[src/rtl/freq_display_driver_if.sv]
// freq_display_driver_if: freq_C2 input and BCD/display outputs of the frequency display driver
interface freq_display_driver_if;
  logic [22:0] freq_C2;
  logic [27:0] freq_bcd;
  logic        bcd_valid;
  logic        busy;
  logic [6:0]  seg;
  logic [6:0]  an;
  modport master (output freq_C2, input freq_bcd, bcd_valid, busy, seg, an);
  modport slave  (input freq_C2, output freq_bcd, bcd_valid, busy, seg, an);
endinterface

[src/rtl/freq_display_driver.sv]
// freq_display_driver: sequential double-dabble of freq_C2 into BCD, driving a blanked 7-digit scan display
module freq_display_driver #(
  parameter int CLK_FREQ     = 200000000,
  parameter int SCAN_RATE_HZ = 8000,
  parameter bit SEG_ACTIVE_LOW = 1'b1
) (
  input logic clk,
  input logic rst,
  freq_display_driver_if.slave bus
);
  localparam int SCAN_DIV = CLK_FREQ / SCAN_RATE_HZ;
  localparam int CW = $clog2(SCAN_DIV);
  localparam logic [6:0] OFF = SEG_ACTIVE_LOW ? 7'h7F : 7'h00;
  typedef enum logic [1:0] {IDLE, CONVERT, COMMIT} state_e;
  state_e state_q, state_d;
  logic [22:0] bin_q, bin_d, last_q, last_d;
  logic [27:0] acc_q, acc_d, bcd_q, bcd_d, adj;
  logic [4:0] bit_q, bit_d;
  logic pend_q, pend_d, valid_q, valid_d;
  logic [CW-1:0] cnt_q, cnt_d;
  logic [2:0] dig_q, dig_d;
  logic [6:0] seg_q, seg_d, an_q, an_d;
  logic [3:0] nib;
  logic start, wrap, shown, busy;
  function automatic logic [6:0] enc(input logic [3:0] n);
    case (n)
      4'd0: enc = 7'h3F;
      4'd1: enc = 7'h06;
      4'd2: enc = 7'h5B;
      4'd3: enc = 7'h4F;
      4'd4: enc = 7'h66;
      4'd5: enc = 7'h6D;
      4'd6: enc = 7'h7D;
      4'd7: enc = 7'h07;
      4'd8: enc = 7'h7F;
      4'd9: enc = 7'h6F;
      default: enc = 7'h00;
    endcase
  endfunction
  // pending forces one conversion after reset even if freq_C2 equals the cleared last_val
  assign start = (state_q == IDLE) && (pend_q || bus.freq_C2 != last_q);
  always_ff @(posedge clk)
    state_q <= rst ? IDLE : state_d;
  always_comb begin
    state_d = (state_q == IDLE) ? (start ? CONVERT : IDLE) :
              (state_q == CONVERT) ? (bit_q == 5'd22 ? COMMIT : CONVERT) : IDLE;
  end
  always_comb begin
    busy = (state_q != IDLE);
  end
  always_comb begin
    adj = acc_q;
    for (int i = 0; i < 7; i++)
      adj[4*i +: 4] = (acc_q[4*i +: 4] >= 4'd5) ? acc_q[4*i +: 4] + 4'd3 : acc_q[4*i +: 4];
    bin_d   = start ? bus.freq_C2 : (state_q == CONVERT) ? bin_q << 1 : bin_q;
    acc_d   = start ? 28'd0 : (state_q == CONVERT) ? (adj << 1) | {27'd0, bin_q[22]} : acc_q;
    bit_d   = start ? 5'd0 : (state_q == CONVERT) ? bit_q + 5'd1 : bit_q;
    last_d  = start ? bus.freq_C2 : last_q;
    pend_d  = start ? 1'b0 : pend_q;
    bcd_d   = (state_q == COMMIT) ? acc_q : bcd_q;
    valid_d = valid_q | (state_q == COMMIT);
  end
  // a digit is lit when it or any more significant digit is nonzero; units always lit
  always_comb begin
    wrap  = (cnt_q == CW'(SCAN_DIV - 1));
    cnt_d = wrap ? '0 : cnt_q + 1'b1;
    dig_d = wrap ? (dig_q == 3'd6 ? 3'd0 : dig_q + 3'd1) : dig_q;
    nib   = bcd_q[{dig_d, 2'b00} +: 4];
    shown = valid_q && (dig_d == 3'd0 || (bcd_q >> {dig_d, 2'b00}) != 28'd0);
    seg_d = wrap ? (shown ? enc(nib) : 7'd0) ^ OFF : seg_q;
    an_d  = wrap ? (shown ? 7'd1 << dig_d : 7'd0) ^ OFF : an_q;
  end
  always_ff @(posedge clk)
    if (rst) begin
      bin_q   <= '0;
      last_q  <= '0;
      acc_q   <= '0;
      bcd_q   <= '0;
      bit_q   <= '0;
      pend_q  <= 1'b1;
      valid_q <= 1'b0;
      cnt_q   <= '0;
      dig_q   <= '0;
      seg_q   <= OFF;
      an_q    <= OFF;
    end else begin
      bin_q   <= bin_d;
      last_q  <= last_d;
      acc_q   <= acc_d;
      bcd_q   <= bcd_d;
      bit_q   <= bit_d;
      pend_q  <= pend_d;
      valid_q <= valid_d;
      cnt_q   <= cnt_d;
      dig_q   <= dig_d;
      seg_q   <= seg_d;
      an_q    <= an_d;
    end
  assign bus.freq_bcd  = bcd_q;
  assign bus.bcd_valid = valid_q;
  assign bus.busy      = busy;
  assign bus.seg       = seg_q;
  assign bus.an        = an_q;
endmodule

[src/flat_wrapper.sv]
// flat-port wrapper written by rule: the top's interface ports become plain ports
module freq_display_driver_flat 
#(
  parameter int CLK_FREQ     = 200000000,
  parameter int SCAN_RATE_HZ = 8000,
  parameter bit SEG_ACTIVE_LOW = 1'b1
)
  (clk, rst, bus_freq_C2, bus_freq_bcd, bus_bcd_valid, bus_busy, bus_seg, bus_an);
  freq_display_driver_if bus_i ();
  input logic clk;
  input logic rst;
  input wire logic [$bits(bus_i.freq_C2)-1:0] bus_freq_C2;
  output wire logic [$bits(bus_i.freq_bcd)-1:0] bus_freq_bcd;
  output wire logic [$bits(bus_i.bcd_valid)-1:0] bus_bcd_valid;
  output wire logic [$bits(bus_i.busy)-1:0] bus_busy;
  output wire logic [$bits(bus_i.seg)-1:0] bus_seg;
  output wire logic [$bits(bus_i.an)-1:0] bus_an;
  assign bus_i.freq_C2 = bus_freq_C2;
  assign bus_freq_bcd = bus_i.freq_bcd;
  assign bus_bcd_valid = bus_i.bcd_valid;
  assign bus_busy = bus_i.busy;
  assign bus_seg = bus_i.seg;
  assign bus_an = bus_i.an;
  freq_display_driver #(.CLK_FREQ(CLK_FREQ), .SCAN_RATE_HZ(SCAN_RATE_HZ), .SEG_ACTIVE_LOW(SEG_ACTIVE_LOW)) u_core (.clk(clk), .rst(rst), .bus(bus_i));
endmodule
[config.mk]
export PLATFORM = sky130hd
export DESIGN_NAME = freq_display_driver_flat
export DESIGN_NICKNAME = d
export VERILOG_FILES = /design/src/rtl/freq_display_driver_if.sv /design/src/rtl/freq_display_driver.sv /design/src/flat_wrapper.sv
export SDC_FILE = /design/constraint.sdc
export NUM_CORES = 1
export LEC_CHECK = 0
export ABC_AREA = 1
export BUFFER_PORTS_ARGS = -buffer_cell sky130_fd_sc_hd__buf_2
export CORE_MARGIN = 2
export CORE_UTILIZATION = 60
export DETAILED_ROUTE_END_ITERATION = 8
export PLACE_DENSITY = 0.92
export SKIP_CTS_REPAIR_TIMING = 1
export SLEW_MARGIN = 20
export SYNTH_ARGS = -nofsm -noshare
export SYNTH_HDL_FRONTEND = slang
export SYNTH_SLANG_ARGS = --single-unit
[constraint.sdc]
create_clock -name clk -period 2.9 [get_ports clk]
set_clock_uncertainty 0.2 [all_clocks]
set_input_delay 0.29 -clock clk [delete_from_list [all_inputs] [get_ports clk]]
set_output_delay 0.29 -clock clk [all_outputs]
set_load 0.03 [all_outputs]
After elaboration in Yosys (flattened, before gate mapping)
Memory sizes are Yosys's and may differ from the RTL's.
Cells that the tools add are included.
{"block": "classes", "muxes": 17, "n_reduce_logical": 11, "add_sub_neg": 10, "bitwise_logic": 4, "eq_ne": 6, "magnitude_cmp": 7, "shift": 3}
{"operator": "2-to-1 mux 23 bit", "count": 2}
{"operator": "greater-or-equal comparator 4 x 3 -> 1 bit (second input constant)", "count": 7}
{"operator": "bitwise OR 28 x 1 -> 28 bit", "count": 1}
{"operator": "nonzero test 28 bit", "count": 1}
{"operator": "indexed part select 28 x 6 -> 4 bit", "count": 1}
{"operator": ">> shifter 28 x 5 -> 28 bit", "count": 1}
{"operator": "adder 4 x 2 -> 4 bit (second input constant)", "count": 6}
{"operator": "2-to-1 mux 4 bit", "count": 6}
{"operator": "inequality test 23 bit", "count": 1}
{"operator": "adder 15 x 1 -> 15 bit (second input constant)", "count": 1}
{"operator": "equality test 15 bit (second input constant)", "count": 1}
{"operator": "2-to-1 mux 7 bit", "count": 2}
{"operator": "NOT 7 bit", "count": 2}
{"operator": "2-to-1 mux 3 bit", "count": 3}
{"operator": "<< shifter 1 x 3 -> 7 bit (first input constant)", "count": 1}
{"operator": "2-to-1 mux 2 bit", "count": 3}
{"operator": "adder 5 x 1 -> 5 bit (second input constant)", "count": 1}
{"operator": "equality test 5 bit (second input constant)", "count": 1}
{"operator": "nonzero test 2 bit", "count": 2}
{"operator": "OR reduction 2 bit", "count": 2}
{"operator": "adder 3 x 1 -> 3 bit (second input constant)", "count": 1}
{"operator": "adder 3 x 2 -> 3 bit (second input constant)", "count": 1}
{"operator": "equality test 3 bit (second input constant)", "count": 1}
{"operator": "logical NOT 3 bit", "count": 1}
{"operator": "7 further kinds", "count": 9}
{"block": "totals", "out_inout_bits": 44, "input_bits": 25, "memories": 1, "reg_bits": 143, "rom_bits": 112, "word_cells": 71}
{"name": "(name not given)", "depth": 16, "word_bits": 7, "read_ports": 1, "rd_ports_with_merged_regs": 0, "write_ports": 0, "line_no": "freq_display_driver.sv:26", "rtl": "case (n)"}

Longest topological paths before layout
{"block": "logic_depth", "ltp_word": 9, "mapped_depth": 25, "mapped_depth_nobuf": 23}

Worst setup path after synthesis
Ideal clock, no wire load.
{"block": "synth_timing", "kind": "register -> register", "startpoint": "register u_core.cnt_q[0]", "endpoint": "register u_core.seg_q[3], in the netlist u_core.bus.seg[3]", "required_time_ns": 2.591, "setup_time_ns": 0.109, "path_slack_ns": 0.163, "t_arrival_ns": 2.429, "period_less_slack_ns": 2.737, "stages_incl_launch_ff": 24, "path_buffers": 2, "cell_sequence": "dfxtp_1 ha_1 nand2_1 inv_1 nand2_1 nor2_2 nand3_2 nand2_2 buf_6 buf_6 nand2_1 nand2_1 nand2_1 nand2_1 nand2_1 nand2_1 inv_1 ha_1 nor2_1 nor2_1 nor2_1 nand3_2 nand2_1 inv_1"}
{"block": "synth_between", "elab_chain_len": 8, "elab_cells_between_ends": 11, "cone_classes": "eq/ne (1); shift (2); mux (2); bitwise (1); reduce/logical (4); memory (1)"}
{"item": "from (decl)", "line_no": "freq_display_driver.sv:20", "rtl": "logic [CW-1:0] cnt_q, cnt_d;"}
{"item": "from (signal assigned)", "line_no": "freq_display_driver.sv:94", "rtl": "cnt_q <= cnt_d;"}
{"item": "equality test 15 bit (*)", "line_no": "freq_display_driver.sv:65", "rtl": "wrap = (cnt_q == CW'(SCAN_DIV - 1));"}
{"item": "branches (longest 7 deep; another with memory (16 x 7 bit))"}
{"item": "to (signal assigned)", "line_no": "freq_display_driver.sv:96", "rtl": "seg_q <= seg_d;"}
{"item": "to (decl)", "line_no": "freq_display_driver.sv:22", "rtl": "logic [6:0] seg_q, seg_d, an_q, an_d;"}
Mark *: on every way between the ends.
A chain may end at the register's enable or synchronous reset.

Final worst setup path
{"block": "layout_timing", "startpoint": "register u_core.last_q[22]", "endpoint": "register u_core.last_q[11]"}
{"block": "layout_between", "elab_chain_len": 3}
{"item": "from (decl)", "line_no": "freq_display_driver.sv:16", "rtl": "logic [22:0] bin_q, bin_d, last_q, last_d;"}
{"item": "from (signal assigned)", "line_no": "freq_display_driver.sv:88", "rtl": "last_q <= last_d;"}
{"item": "inequality test 23 bit", "line_no": "freq_display_driver.sv:41", "rtl": "assign start = (state_q == IDLE) && (pend_q || bus.freq_C2 != last_q);"}
{"item": "logical OR 1 bit", "line_no": "freq_display_driver.sv:41"}
{"item": "logical AND 1 bit", "line_no": "freq_display_driver.sv:41"}
No other way between the ends.

==> out/summary.txt <==
Status: finished, violations left
Failing checks: hold timing
Number of flops mapped to enable cells by yosys: 0
First-pass GRT wire length: 32.0 mm
Seq/Total Area, Yosys: 38.6%
Non-filler cells, final: 1,295
Reg power frac: 43.5%
Depth of the worst register-to-register path: 10
Setup violators final: 0
Hold WC Path Type: in2reg
GR Overflow Total: 0
#FFs+latches synth: 143
Worst-Skew Late Latency: 0.44 ns
Vias in the first global route: 6,803
Dpl hpwl: 12.8 mm
Cells after synthesis: 1,051
Layout cells sized above 1: 19.4%
Drt wl/cell: 17.1 um
Hold EP: u_core.last_q[22]
Fillers: 818
Hold Fails Final Rpt: 10
HP Start: bus_freq_C2[22]
Setup_tns: 0 ns
Port Buffers: 68
Total power: 4.75 mW
Die ar.: 0.0133 mm^2
Synth warn: 0
Hold path depth: 3
Area Growth Syn to Fin: 19.3%
Net switching power: 1.13 mW
Switching share of power: 23.8%
Part of the power in combinational logic: 6.4%
Post-route cell area: 0.00884 mm^2
Worst-Margin Slew: 0.759 ns
RSZ-0062 raised after global routing: true
PwrDens: 537 mW/mm^2
TritonCTS clock tree: yes
Worst Path Max Fanout: 24
Post-Syn Area: 0.00741 mm^2
Reg2reg end: u_core.last_q[11]
Die Span Y: 115 um
Crit path DAT: 2.95 ns
Max-cap violations: 0
R2R Setup Slk: 0.03 ns
First-pass DRT Iterations: 9
Crit Path Class: reg2reg
P_leak: 3.97 nW
Total track usage: 30.2%
IO Pins: 69
Placed cell count: 1,243
Placed cell area: 0.00790 mm^2
Synth area leaders: dfxtp_1 (39%), nand2_1 (9.9%), nand3_1 (7.6%)
RD Place Congestion: 0.980
Initial DRC count: 1,121
Syn Area/Cell: 7.05 um^2
Startpoint Class: flip-flop
Final WL: 22.2 mm
Library cells used by synthesis: 42
Root buf cell: clkbuf_16
Largest vdd supply drop: 0.496 mV
Vias post-DR: 7,949
Core Box Area: 0.0120 mm^2
# rows: 40
Slew Limit Fails: 0
Clk network pwr share: 50.1%
Leading area contributor after synthesis: dfxtp_1
Initial Util: 61.7%
Htree depth: 4
DRT antenna net count: 0
Number of vias per cell: 6.14
Nets: 1,182
Period utilization: 99.0%
Antenna violations before repair: 0
P_int: 3.62 mW
CP endpoint kind: flip-flop
Syn Nets: 1,098
CTS Buf Count: 17
Critical Path RT: 2.98 ns
Tmin final: 2.87 ns
Clock sink total: 143
Die extent in x: 115 um
CTS Buffer Depth: 2
Ys async rst share: 0%
Yosys top cell area share: 38.6%
DR DRC count: 0
Antenna cell count: 0
Maximum operating frequency: 0.348 GHz
Largest net degree at the start of global routing: 58
Post-synth top cells: nand2_1 (195), dfxtp_1 (143), inv_1 (115)
Slew margin rel.: 49.1%
Hold slack: -0.0436 ns
Top-count cell post-synth: nand2_1
Clk slew on worst S/H paths: 0.06 ns
Critical R2R Launch: u_core.last_q[22]
Top FF cell, synth: dfxtp_1
critical path, stage by stage (launching register included):
cell	delay, ns
dfxtp_1	0.32
or2_2	0.29
a21oi_1	0.17
nand3b_1	0.13
nor4_1	0.24
nand3_1	0.16
nand2_1	0.15
buf_4	0.25
inv_1	0.38
nand3_1	0.26
o21ai_0	0.15
kinds of logic after synthesis:
| logic type | after synthesis | synth area share, % |
|---|---|---|
| flip-flops | 143 | 38.6 |
| AO/OA/AOI/OAI | 171 | 12.6 |
| AND/OR/NAND/NOR | 531 | 34.0 |
| buffers and inverters | 170 | 9.39 |
| XOR/XNOR | 14 | 1.65 |
| adder cells (fa/ha/maj) | 22 | 3.71 |
layout make-up:
cell class,count,area [um^2],share of cell area (%)
Sequential cell,143,2870,32.5
Timing Repair Buffer,110,707,8.00
Inverter,124,472,5.34
Tap cell,147,184,2.08
Multi-Input combinational cell,739,3970,44.9
Clock inverter,12,183,2.07
Clock buffer,20,457,5.17
per-stage QoR:
step	hold WS, ns	worst slack, ns	utilization, %
finish	-0.0436	0.0297	73.6
global placement	0.230	0.103	65.7
floorplan	0.218	0.163	-
CTS	-0.0710	-0.0426	71.1
global route	-0.00135	-0.0711	73.6
detailed placement	0.243	-0.0210	65.7
flip-flops by register name, summed over array words and instances, names as in the netlist:
signal / count
u_core.acc_q: 28
u_core.bin_q: 23
u_core.bit_q: 5
u_core.bus.an: 7
u_core.bus.bcd_valid: 1
u_core.bus.freq_bcd: 28
u_core.bus.seg: 7
u_core.cnt_q: 15
u_core.dig_q: 3
u_core.last_q: 23
u_core.pend_q: 1
u_core.state_q: 2
layer usage:
metal / share of wire, % / vias up / wire length (um) / GRT usage, %
met3: 9.1 / 153 / 2010 / 6.11
met1: 37 / 3587 / 8280 / 38.2
met5: 0 / - / 0 / 0
li1: - / 3637 / - / -
met2: 48 / 572 / 10500 / 49.8
met4: 6.0 / 0 / 1330 / 13.4
worst max path at each step:
stage	from	endpoint	slack, ns	cells after the start
after CTS	u_core.cnt_q[0]	u_core.bus.seg[6]	-0.04	21
after global placement	u_core.cnt_q[0]	u_core.bus.an[6]	0.10	19
after floorplan	u_core.cnt_q[0]	u_core.bus.seg[3]	0.16	23
final	u_core.last_q[22]	u_core.last_q[11]	0.03	10
after detailed placement	u_core.cnt_q[0]	u_core.bus.seg[0]	-0.02	19
after global routing	bus_freq_C2[6]	u_core.last_q[11]	-0.07	12
power by group through the flow:
| stage | Sequential [mW] | Combinational (mW) | Clock (mW) |
|---|---|---|---|
| after floorplan | 2.09 | 0.188 | 0 |
| after global placement | 2.10 | 0.260 | 0 |
| after detailed placement | 2.10 | 0.269 | 0 |
| after CTS | 2.06 | 0.277 | 2.36 |
| after global routing | 2.07 | 0.333 | 2.47 |
| final | 2.07 | 0.306 | 2.38 |
placed cells by master (no fill, tap or decap), types with 14 or more instances in the layout:
| master | count |
|---|---|
| clkbuf_16 | 17 |
| dlygate4sd3_1 | 14 |
| nand2_1 | 192 |
| o21ai_0 | 68 |
| or2_2 | 26 |
| nand3_1 | 111 |
| a21oi_1 | 77 |
| inv_1 | 113 |
| nand4_1 | 29 |
| buf_2 | 68 |
| nand3_2 | 14 |
| ha_1 | 21 |
| nor2_1 | 94 |
| buf_4 | 26 |
| dfxtp_1 | 138 |
(Power assumes the default switching activity.)
